==> config.mk <==
export PLATFORM = sky130hd
export DESIGN_NAME = axi_wr_burst_sched
export DESIGN_NICKNAME = d
export VERILOG_FILES = /design/src/rtl/axi_wr_burst_sched.sv
export SDC_FILE = /design/constraint.sdc
export NUM_CORES = 1
export LEC_CHECK = 0
export ABC_AREA = 1
export CORE_MARGIN = 2
export CORE_UTILIZATION = 40
export DETAILED_ROUTE_END_ITERATION = 6
export PLACE_DENSITY = 0.71
export SLEW_MARGIN = 20
export SYNTH_ARGS = -nofsm -noshare
export SYNTH_HDL_FRONTEND = slang
export SYNTH_SLANG_ARGS = --single-unit
==> constraint.sdc <==
create_clock -name i_clk -period 2.71 [get_ports i_clk]
set_input_delay 0.542 -clock i_clk [delete_from_list [all_inputs] [get_ports i_clk]]
set_output_delay 0.542 -clock i_clk [all_outputs]
set_load 0.05 [all_outputs]
==> src/rtl/axi_wr_burst_sched.sv <==
// Round-robin burst scheduler sharing one AXI write channel between two DDR ring-buffer streams.
// Define WR_SCHED_WATCHDOG_EN to add the CMD/DATA watchdog and the o_timeout flag.
module axi_wr_burst_sched #(
    parameter int                    ADDR_WIDTH      = 32,
    parameter int                    DATA_WIDTH      = 64,
    parameter int                    BURST_LEN       = 16,
    parameter int                    LEVEL_WIDTH     = 12,
    parameter logic [ADDR_WIDTH-1:0] CH0_BASE        = 32'h1000_0000,
    parameter logic [ADDR_WIDTH-1:0] CH1_BASE        = 32'h1800_0000,
    parameter logic [ADDR_WIDTH-1:0] BUF_BYTES       = 32'h0080_0000,
    parameter int                    MAX_OUTSTANDING = 4
`ifdef WR_SCHED_WATCHDOG_EN
    ,
    parameter int                    TIMEOUT_CYCLES  = 4096
`endif
) (
    input  logic                   i_clk,
    input  logic                   i_rst_n,
    input  logic                   i_enable,
    input  logic [LEVEL_WIDTH-1:0] i_ch0_level,
    input  logic [LEVEL_WIDTH-1:0] i_ch1_level,
    output logic                   o_cmd_valid,
    input  logic                   i_cmd_ready,
    output logic [ADDR_WIDTH-1:0]  o_cmd_addr,
    output logic [7:0]             o_cmd_len,
    output logic                   o_cmd_ch,
    input  logic                   i_burst_done,
    input  logic                   i_bvalid,
    input  logic [1:0]             i_bresp,
    output logic                   o_bready,
    output logic [ADDR_WIDTH-1:0]  o_ch0_ptr,
    output logic [ADDR_WIDTH-1:0]  o_ch1_ptr,
    output logic [3:0]             o_outstanding,
    output logic                   o_busy,
    output logic                   o_err,
`ifdef WR_SCHED_WATCHDOG_EN
    output logic                   o_timeout,
`endif
    input  logic                   i_clr_err
);

    localparam int                     BURST_BYTES = BURST_LEN * DATA_WIDTH / 8;
    localparam logic [ADDR_WIDTH-1:0]  STEP        = ADDR_WIDTH'(BURST_BYTES);
    localparam logic [ADDR_WIDTH-1:0]  CH0_END     = CH0_BASE + BUF_BYTES;
    localparam logic [ADDR_WIDTH-1:0]  CH1_END     = CH1_BASE + BUF_BYTES;
    localparam logic [LEVEL_WIDTH-1:0] LEVEL_MIN   = LEVEL_WIDTH'(BURST_LEN);
    localparam logic [3:0]             MAX_OUT     = 4'(MAX_OUTSTANDING);

    typedef enum logic [1:0] {
        IDLE = 2'd0,
        CMD  = 2'd1,
        DATA = 2'd2
    } state_e;

    state_e                  state_q, state_d;
    logic                    cmd_valid_q, cmd_valid_d;
    logic [ADDR_WIDTH-1:0]   cmd_addr_q, cmd_addr_d;
    logic                    cmd_ch_q, cmd_ch_d;
    logic                    bready_q, bready_d;
    logic [ADDR_WIDTH-1:0]   ch0_ptr_q, ch0_ptr_d;
    logic [ADDR_WIDTH-1:0]   ch1_ptr_q, ch1_ptr_d;
    logic [3:0]              outstanding_q, outstanding_d;
    logic                    err_q, err_d;
    logic                    last_grant_q, last_grant_d;

    logic                    elig0, elig1, issue_ok, grant;
    logic                    cmd_hs, b_acc, b_dec;
    logic [ADDR_WIDTH-1:0]   ptr_inc;

`ifdef WR_SCHED_WATCHDOG_EN
    localparam int           WD_W   = $clog2(TIMEOUT_CYCLES + 1);
    localparam logic [WD_W-1:0] WD_LAST = WD_W'(TIMEOUT_CYCLES - 1);
    logic [WD_W-1:0]         wd_cnt_q, wd_cnt_d;
    logic                    timeout_q, timeout_d;
    logic                    wd_run;
`endif

    assign elig0    = i_ch0_level >= LEVEL_MIN;
    assign elig1    = i_ch1_level >= LEVEL_MIN;
    assign issue_ok = i_enable && (outstanding_q < MAX_OUT) && (elig0 || elig1);
    // Prefer the channel opposite the last grant; fall back to whichever is eligible.
    assign grant    = last_grant_q ? !elig0 : elig1;
    assign cmd_hs   = (state_q == CMD) && cmd_valid_q && i_cmd_ready;
    assign b_acc    = i_bvalid && bready_q;
    assign b_dec    = b_acc && (outstanding_q != 4'd0);

    always_comb begin
        state_d       = state_q;
        cmd_valid_d   = cmd_valid_q;
        cmd_addr_d    = cmd_addr_q;
        cmd_ch_d      = cmd_ch_q;
        bready_d      = 1'b1;
        ch0_ptr_d     = ch0_ptr_q;
        ch1_ptr_d     = ch1_ptr_q;
        outstanding_d = outstanding_q;
        err_d         = err_q;
        last_grant_d  = last_grant_q;
        ptr_inc       = (cmd_ch_q ? ch1_ptr_q : ch0_ptr_q) + STEP;

        case (state_q)
            IDLE: begin
                if (issue_ok) begin
                    state_d     = CMD;
                    cmd_valid_d = 1'b1;
                    cmd_ch_d    = grant;
                    cmd_addr_d  = grant ? ch1_ptr_q : ch0_ptr_q;
                end
            end
            CMD: begin
                if (i_cmd_ready) begin
                    state_d      = DATA;
                    cmd_valid_d  = 1'b0;
                    last_grant_d = cmd_ch_q;
                    if (cmd_ch_q) begin
                        ch1_ptr_d = (ptr_inc == CH1_END) ? CH1_BASE : ptr_inc;
                    end else begin
                        ch0_ptr_d = (ptr_inc == CH0_END) ? CH0_BASE : ptr_inc;
                    end
                end
            end
            DATA: begin
                if (i_burst_done) begin
                    state_d = IDLE;
                end
            end
            default: begin
                state_d     = IDLE;
                cmd_valid_d = 1'b0;
            end
        endcase

        case ({cmd_hs, b_dec})
            2'b10:   outstanding_d = outstanding_q + 4'd1;
            2'b01:   outstanding_d = outstanding_q - 4'd1;
            default: outstanding_d = outstanding_q;
        endcase

        // A response with nothing outstanding is dropped but flagged as an error.
        if (i_clr_err) begin
            err_d = 1'b0;
        end
        if (b_acc && ((i_bresp != 2'b00) || (outstanding_q == 4'd0))) begin
            err_d = 1'b1;
        end
    end

`ifdef WR_SCHED_WATCHDOG_EN
    assign wd_run = (state_q == DATA) || ((state_q == CMD) && !i_cmd_ready);

    always_comb begin
        wd_cnt_d  = '0;
        timeout_d = timeout_q;
        if (i_clr_err) begin
            timeout_d = 1'b0;
        end
        if (wd_run) begin
            if (wd_cnt_q == WD_LAST) begin
                timeout_d = 1'b1;
            end else begin
                wd_cnt_d = wd_cnt_q + 1'b1;
            end
        end
    end

    always_ff @(posedge i_clk or negedge i_rst_n) begin
        if (!i_rst_n) begin
            wd_cnt_q  <= '0;
            timeout_q <= 1'b0;
        end else begin
            wd_cnt_q  <= wd_cnt_d;
            timeout_q <= timeout_d;
        end
    end

    assign o_timeout = timeout_q;
`endif

    always_ff @(posedge i_clk or negedge i_rst_n) begin
        if (!i_rst_n) begin
            state_q       <= IDLE;
            cmd_valid_q   <= 1'b0;
            cmd_addr_q    <= '0;
            cmd_ch_q      <= 1'b0;
            bready_q      <= 1'b0;
            ch0_ptr_q     <= CH0_BASE;
            ch1_ptr_q     <= CH1_BASE;
            outstanding_q <= 4'd0;
            err_q         <= 1'b0;
            last_grant_q  <= 1'b1;
        end else begin
`ifdef WR_SCHED_WATCHDOG_EN
            // Expiry abandons the stuck command/burst but keeps pointers and count.
            if (wd_run && (wd_cnt_q == WD_LAST)) begin
                state_q     <= IDLE;
                cmd_valid_q <= 1'b0;
            end else begin
                state_q     <= state_d;
                cmd_valid_q <= cmd_valid_d;
            end
`else
            state_q       <= state_d;
            cmd_valid_q   <= cmd_valid_d;
`endif
            cmd_addr_q    <= cmd_addr_d;
            cmd_ch_q      <= cmd_ch_d;
            bready_q      <= bready_d;
            ch0_ptr_q     <= ch0_ptr_d;
            ch1_ptr_q     <= ch1_ptr_d;
            outstanding_q <= outstanding_d;
            err_q         <= err_d;
            last_grant_q  <= last_grant_d;
        end
    end

    assign o_cmd_valid   = cmd_valid_q;
    assign o_cmd_addr    = cmd_addr_q;
    assign o_cmd_len     = 8'(BURST_LEN - 1);
    assign o_cmd_ch      = cmd_ch_q;
    assign o_bready      = bready_q;
    assign o_ch0_ptr     = ch0_ptr_q;
    assign o_ch1_ptr     = ch1_ptr_q;
    assign o_outstanding = outstanding_q;
    assign o_busy        = (state_q != IDLE) || (outstanding_q != 4'd0);
    assign o_err         = err_q;

endmodule

-- Word level (Yosys, flattened, before mapping)
Index checks and enable logic that the tools add are counted.
- input port bits: 33
- word-level logic and storage cells: 66
- register bits after elaboration: 107
- equality and inequality tests: 9
- multiplexer cells: 15
- add/sub/neg operators: 3
- magnitude comparators: 3
- bitwise operators: 2
- reductions and logical operators: 24
- operators by type and width (kind ; count):
    2-to-1 mux 32 bit ; 4
    equality test 32 x 29 -> 1 bit (second input constant) ; 2
    adder 32 x 8 -> 32 bit (second input constant) ; 1
    >= comparator 12 x 5 -> 1 bit (second input constant) ; 2
    AND reduction 3 bit ; 4
    case mux 4 bit (2 select lines) ; 1
    nonzero test 2 bit ; 4
    logical AND 1 bit ; 7
    2-to-1 mux 2 bit ; 3
    != test 2 bit (second input constant) ; 3
    case mux 2 bit (3 select lines) ; 1
    2-to-1 mux 1 bit ; 5
    adder 4 x 1 -> 4 bit (second input constant) ; 1
    equality test 2 x 1 -> 1 bit (second input constant) ; 2
    equality test 2 bit (second input constant) ; 2
    logical NOT 4 bit ; 1
    less-than comparator 4 x 3 -> 1 bit (second input constant) ; 1
    AND reduction 2 bit ; 2
    nonzero test 4 bit ; 1
    subtractor 4 x 1 -> 4 bit (second input constant) ; 1
    logical OR 1 bit ; 3
    case mux 1 bit (3 select lines) ; 1
    logical NOT 2 bit ; 1
    inverter 1 bit ; 2
    logical NOT 1 bit ; 1

-- Logic depth before layout (Yosys ltp)
Gate-level depths: netlist of the first run.
- depth in word-level cells: 5
- mapped depth: 18
- mapped depth without buffers: 17

-- Worst setup path before layout of the first run
Ideal clock, no wire load.
- kind: register to register
- start: register outstanding_q[3], in the netlist o_outstanding[3]
- end: register outstanding_q[3], in the netlist o_outstanding[3]
- period minus slack after synthesis: 2.519 ns
- data required time: 2.569 ns
- setup slack: 0.191 ns
- cell stages (with the launch flop): 13
- arrival: 2.378 ns
- path buffers: 0
- cell sequence: dfrtp_1 -> or2_2 -> nor3_1 -> nor2_1 -> ha_1 -> ha_1 -> nand2_1 -> nor2_1 -> a211oi_1 -> nor2_1 -> nor2_1 -> nand2_1 -> xnor2_1
- longest elaborated chain between the ends: 4
- RTL lines (what ; RTL line ; RTL):
    from (decl) ; 62 ; logic [3:0] outstanding_q, outstanding_d;
    from (signal assigned) ; 209 ; outstanding_q <= outstanding_d;
    branches (longest 4 deep; another with subtractor 4 x 1 -> 4 bit) ; -- ;
Several ways; the timed one is not identified.
A chain may end at the register's enable or synchronous reset.

-- Worst setup path after layout of the first run
Same ends and word-level chain as after synthesis.

==> summary by stage, run 1 <==
Synthesis
By area, the combinational part of the netlist is dominated by simple AND/OR/NAND/NOR gates. The number of distinct standard cells referenced by the synthesized netlist is between 40 and 50. For this run, the leading register cell type out of synthesis is sky130_fd_sc_hd__dfrtp_1. The mean cell area of the mapped netlist is around 7.4 um2.

By area the synthesized netlist is led by sky130_fd_sc_hd__dfrtp_1 42%, sky130_fd_sc_hd__nand2_1 21%, sky130_fd_sc_hd__o21ai_0 6.9%, sky130_fd_sc_hd__inv_1 3.8%, sky130_fd_sc_hd__nor2_1 3.0%. The number of synthesized flops with an enable pin is 0. The proportion of synthesized area in mux cells is 0.554%. Sequential cells were found to cover 44.0% of the synthesized design area.

After technology mapping, the gate count stands at 825. The cell area that synthesis handed to floorplanning was approximately 6100 um2. The share of flip-flops with an asynchronous set or reset after synthesis is 100%. Of the total synthesized cell area, the portion taken by XOR and XNOR cells is under 10%.

Summing the areas of all fa, ha and maj instances in the mapped netlist gives 1.15% of the synthesized area. The synthesized netlist devotes a little under a tenth of its cell area to compound gates. The count of synthesis-stage warnings from yosys is 0. The top cell type by area accounts for a little over two fifths of the synthesized area. Synthesis inferred 107 register bits. The synthesized-area fraction occupied by and/or/nand/nor cells is about a third. The largest area contributor in the synthesized netlist is sky130_fd_sc_hd__dfrtp_1.

Clock network
The TritonCTS sink count is between 100 and 150. The total CTS buffers is 9. The library cell used as clock root buffer is sky130_fd_sc_hd__clkbuf_16. The number of hold buffers added after cts is 0. Counting along the longest clock path gives a buffer depth of 2. CTS built an H-tree with a depth of 3. The later pin in the worst-skew pair is clocked with a latency of between 300 and 400 ps. The TritonCTS clock tree is built. The clock slew seen by the registers of the worst setup and hold paths is 80 ps.

STA
The final-layout worst hold slack is roughly 250 ps. The slew at the pin with the worst max-slew slack is approximately 990 ps. The setup TNS is 0 ps. The hold violation total from the final report came to 0. The clock period could shrink to roughly 2400 ps. The worst clock skew on the final layout is between 10 and 15 ps. The highest achievable clock rate is roughly 410 MHz. The number of max-slew violations in the final report is 0. The total setup violations reported at the end of the flow is 0. Setup repair after global routing left no endpoint under its margin. The worst path uses a little under 90% of the clock period.

The worst-case headroom to the max-slew limit is approximately 34%.

Die
146 I/O pins were placed. The vertical extent of the die is roughly 130 um. From left edge to right edge, the die measures about 130 um.

The initial utilization of the core area, before any placement, comes to between 40% and 50%. After floorplanning, the core was sized to cover between 15000 and 20000 um2. The area of the die is about 16000 um2. Row generation in the floorplan step produced 45 rows.

Global route
Global routing consumed, over all layers together, 19.3% of the routing resources. For this run the aggregate overflow at the end of global routing stands at 0. Entering global routing, the biggest net connects approximately 110 pins. The first-pass GRT wire length is about 25 mm.

The number of antenna violations at the first check in global routing is 0. The via count of the first global-routing pass is roughly 5100.

Power and ir drop
The internal power is 0.00473 W. The sequential cell fraction of total power is about a quarter. The share of total power dissipated in the clock network is a little over an eighth. Combinational logic is responsible for between 60% and 70% of the overall power. For this design the static power due to leakage is roughly 3.7 nW. Net switching is 53.3% of the power. The net switching power is about 0.0054 W. The maximum vdd ir drop is roughly 0.54 mV. The total power of the final layout is ~0.010 W. Power spread over the standard cell area amounts to roughly 1300 nW/um2.

Final layout
Once layout is complete, the utilization of the core stands at between 50% and 60%. The final layout contains approximately 1000 nets. The post-route netlist has 11.4% of its cells at a drive strength greater than 1. The area growth from synthesis to final layout is 28.5%. The commonest non-fill, non-tap cell in the layout is sky130_fd_sc_hd__nand2_1. In the layout the commonest cells are 344 x sky130_fd_sc_hd__nand2_1, 126 x sky130_fd_sc_hd__clkdlybuf4s50_1, 102 x sky130_fd_sc_hd__dfrtp_1. The repair_antennas step left the layout with diodes totalling 0.

Drt
The average wire per cell in the routed design is ~14 um. The first detailed-routing pass took 5 iterations. The detailed router finished its first iteration with between 300 and 400 violations.

The count of antenna-violating nets left after detailed routing is 0. The post-detailed-route via-to-cell ratio is ~4.7. For this run, design rule violations remaining after detail routing come to 0. After detailed routing, the total wire length is 15.3 mm. The via total after detailed routing is 5361.

Flow run
The tool flagged a number of max-cap violations equal to 0.

Placed design
Routability-driven placement finished with a final weighted congestion of a little over 0.9. The total of buffers placed on input and output ports is ~130. Detailed placement ended at an HPWL of 10.9 mm.

Critical path
The slowest stage of the critical path is the sky130_fd_sc_hd__dfrtp_1 cell. The critical path class is reg -> reg. The type of origin of the critical path is a flop. The kind of capture point of the worst setup path is a flop. Along the worst path, the maximum fanout reaches 3. Walking the worst path, the cells encountered are or2_2, nor3_1, nor2_1, ha_1, ha_1, nand2_1, nor2_1, a211oi_1, nor2_1, nor2_1, nand2_1, xnor2_1. The most numerous cell type found on the critical path is sky130_fd_sc_hd__nor2_1.

The delay of the slowest critical-path stage is between 400 and 500 ps. STA puts the critical path data arrival time at 2680 ps. STA puts the critical path data required time at about 3000 ps. The beginning of the worst register-to-register path is o_outstanding[3]. The beginning of the critical path is o_outstanding[3].

Outcome
The run finished with clean final reports.

Worst hold path
The min-delay analysis places its worst path in the category in -> async.
## registers in the layout, indices dropped and copies added (netlist names)
signal,count
o_ch0_ptr,32
o_ch1_ptr,32
o_cmd_addr,32
o_outstanding,4
state_q,2
last_grant_q,1
o_bready,1
o_cmd_ch,1
o_cmd_valid,1
o_err,1
## worst paths after layout
| kind | slack, ps | to | cells after the start |
|---|---|---|---|
| worst max register to register | 290 | o_outstanding[3] | 12 |
| worst max-delay path | 290 | o_outstanding[3] | 12 |
| worst min register to register | 410 | o_ch0_ptr[4] | 0 |
| min in group i_clk | 410 | o_ch0_ptr[4] | 0 |
| worst min-delay path | 250 | o_cmd_addr[26] | 2 |
| max in group asynchronous | 2020 | o_cmd_ch | 2 |
## power groups by stage
stage	combinational, W	clock (W)	sequential, W
6_report	0.00612	0.00136	0.00264
3_5_place_dp	0.00609	0	0.00268
4_1_cts	0.00612	0.00140	0.00265
5_1_grt	0.00667	0.00147	0.00273
3_3_place_gp	0.00601	0	0.00268
2_1_floorplan	0.00262	0	0.00434
## Yosys cell counts (7+ instances only)
master,count
sky130_fd_sc_hd__nand3_1,22
sky130_fd_sc_hd__nor2_2,8
sky130_fd_sc_hd__nand2_2,24
sky130_fd_sc_hd__buf_4,9
sky130_fd_sc_hd__nand4_1,7
sky130_fd_sc_hd__nor2_1,48
sky130_fd_sc_hd__inv_1,61
sky130_fd_sc_hd__nor2_4,10
sky130_fd_sc_hd__dfrtp_1,103
sky130_fd_sc_hd__o21ai_0,84
sky130_fd_sc_hd__clkbuf_1,32
sky130_fd_sc_hd__nand2_1,344
## cell type report
type	count	area (um2)
Clock buffer	9	225
Tap cell	188	235
Timing Repair Buffer	144	1440
Sequential cell	107	2680
Multi-Input combinational cell	609	2920
Inverter	66	248
Clock inverter	7	83.8
Fill cell	1458	7200
## critical path: cells and delay by family, from the launching register on
| family | cells | cell delay, ps |
|---|---|---|
| xor gates and xnor gates | 1 | 120 |
| DFF | 1 | 410 |
| AOI/OAI and AO/OA | 1 | 220 |
| adders and majority gates | 2 | 570 |
| and+or+nand+nor | 8 | 1000 |
## per-stage QoR
stage	instances	setup WS [ps]	area (um2)
2_1_floorplan	832	191	6120
3_3_place_gp	1112	224	7490
3_5_place_dp	1112	197	7490
4_1_cts	1128	215	7800
5_1_grt	1130	53.6	7830
6_report	1130	289	7830
## cells by family (layout without fill, tap and decap cells)
family          count (synthesis)  in the layout
compound gates                101            101
mux                             3              3
simple gates                  483            483
xor+xnor                        8              8
fa+ha+maj                       5              5
buf+inv                       116            226
other cells                     2              9
flops                         107            107
## layer usage
layer / wire, um / global-route usage, % / vias up
met4: 236 / 6.46 / 0
li1: - / - / 2765
met5: 0 / 0 / -
met3: 690 / 3.48 / 14
met2: 7020 / 31.1 / 113
met1: 7350 / 26.5 / 2469
## what timing repair did
action,in CTS,in global routing
buffers inserted,0,2
gates resized for setup,1,1
setup endpoints to repair,1,2
endpoints found under the hold margin,0,0
Power figures use the tool's default switching activity.
==> run 2, diff against run 1 <==
--- a/config.mk
+++ b/config.mk
@@ -10,7 +10,6 @@
 export CORE_UTILIZATION = 40
 export DETAILED_ROUTE_END_ITERATION = 6
 export PLACE_DENSITY = 0.71
-export SLEW_MARGIN = 20
 export SYNTH_ARGS = -nofsm -noshare
 export SYNTH_HDL_FRONTEND = slang
 export SYNTH_SLANG_ARGS = --single-unit
==> results of run 2 <==
The final DEF is identical to that of run 1; final timing and power are the same.
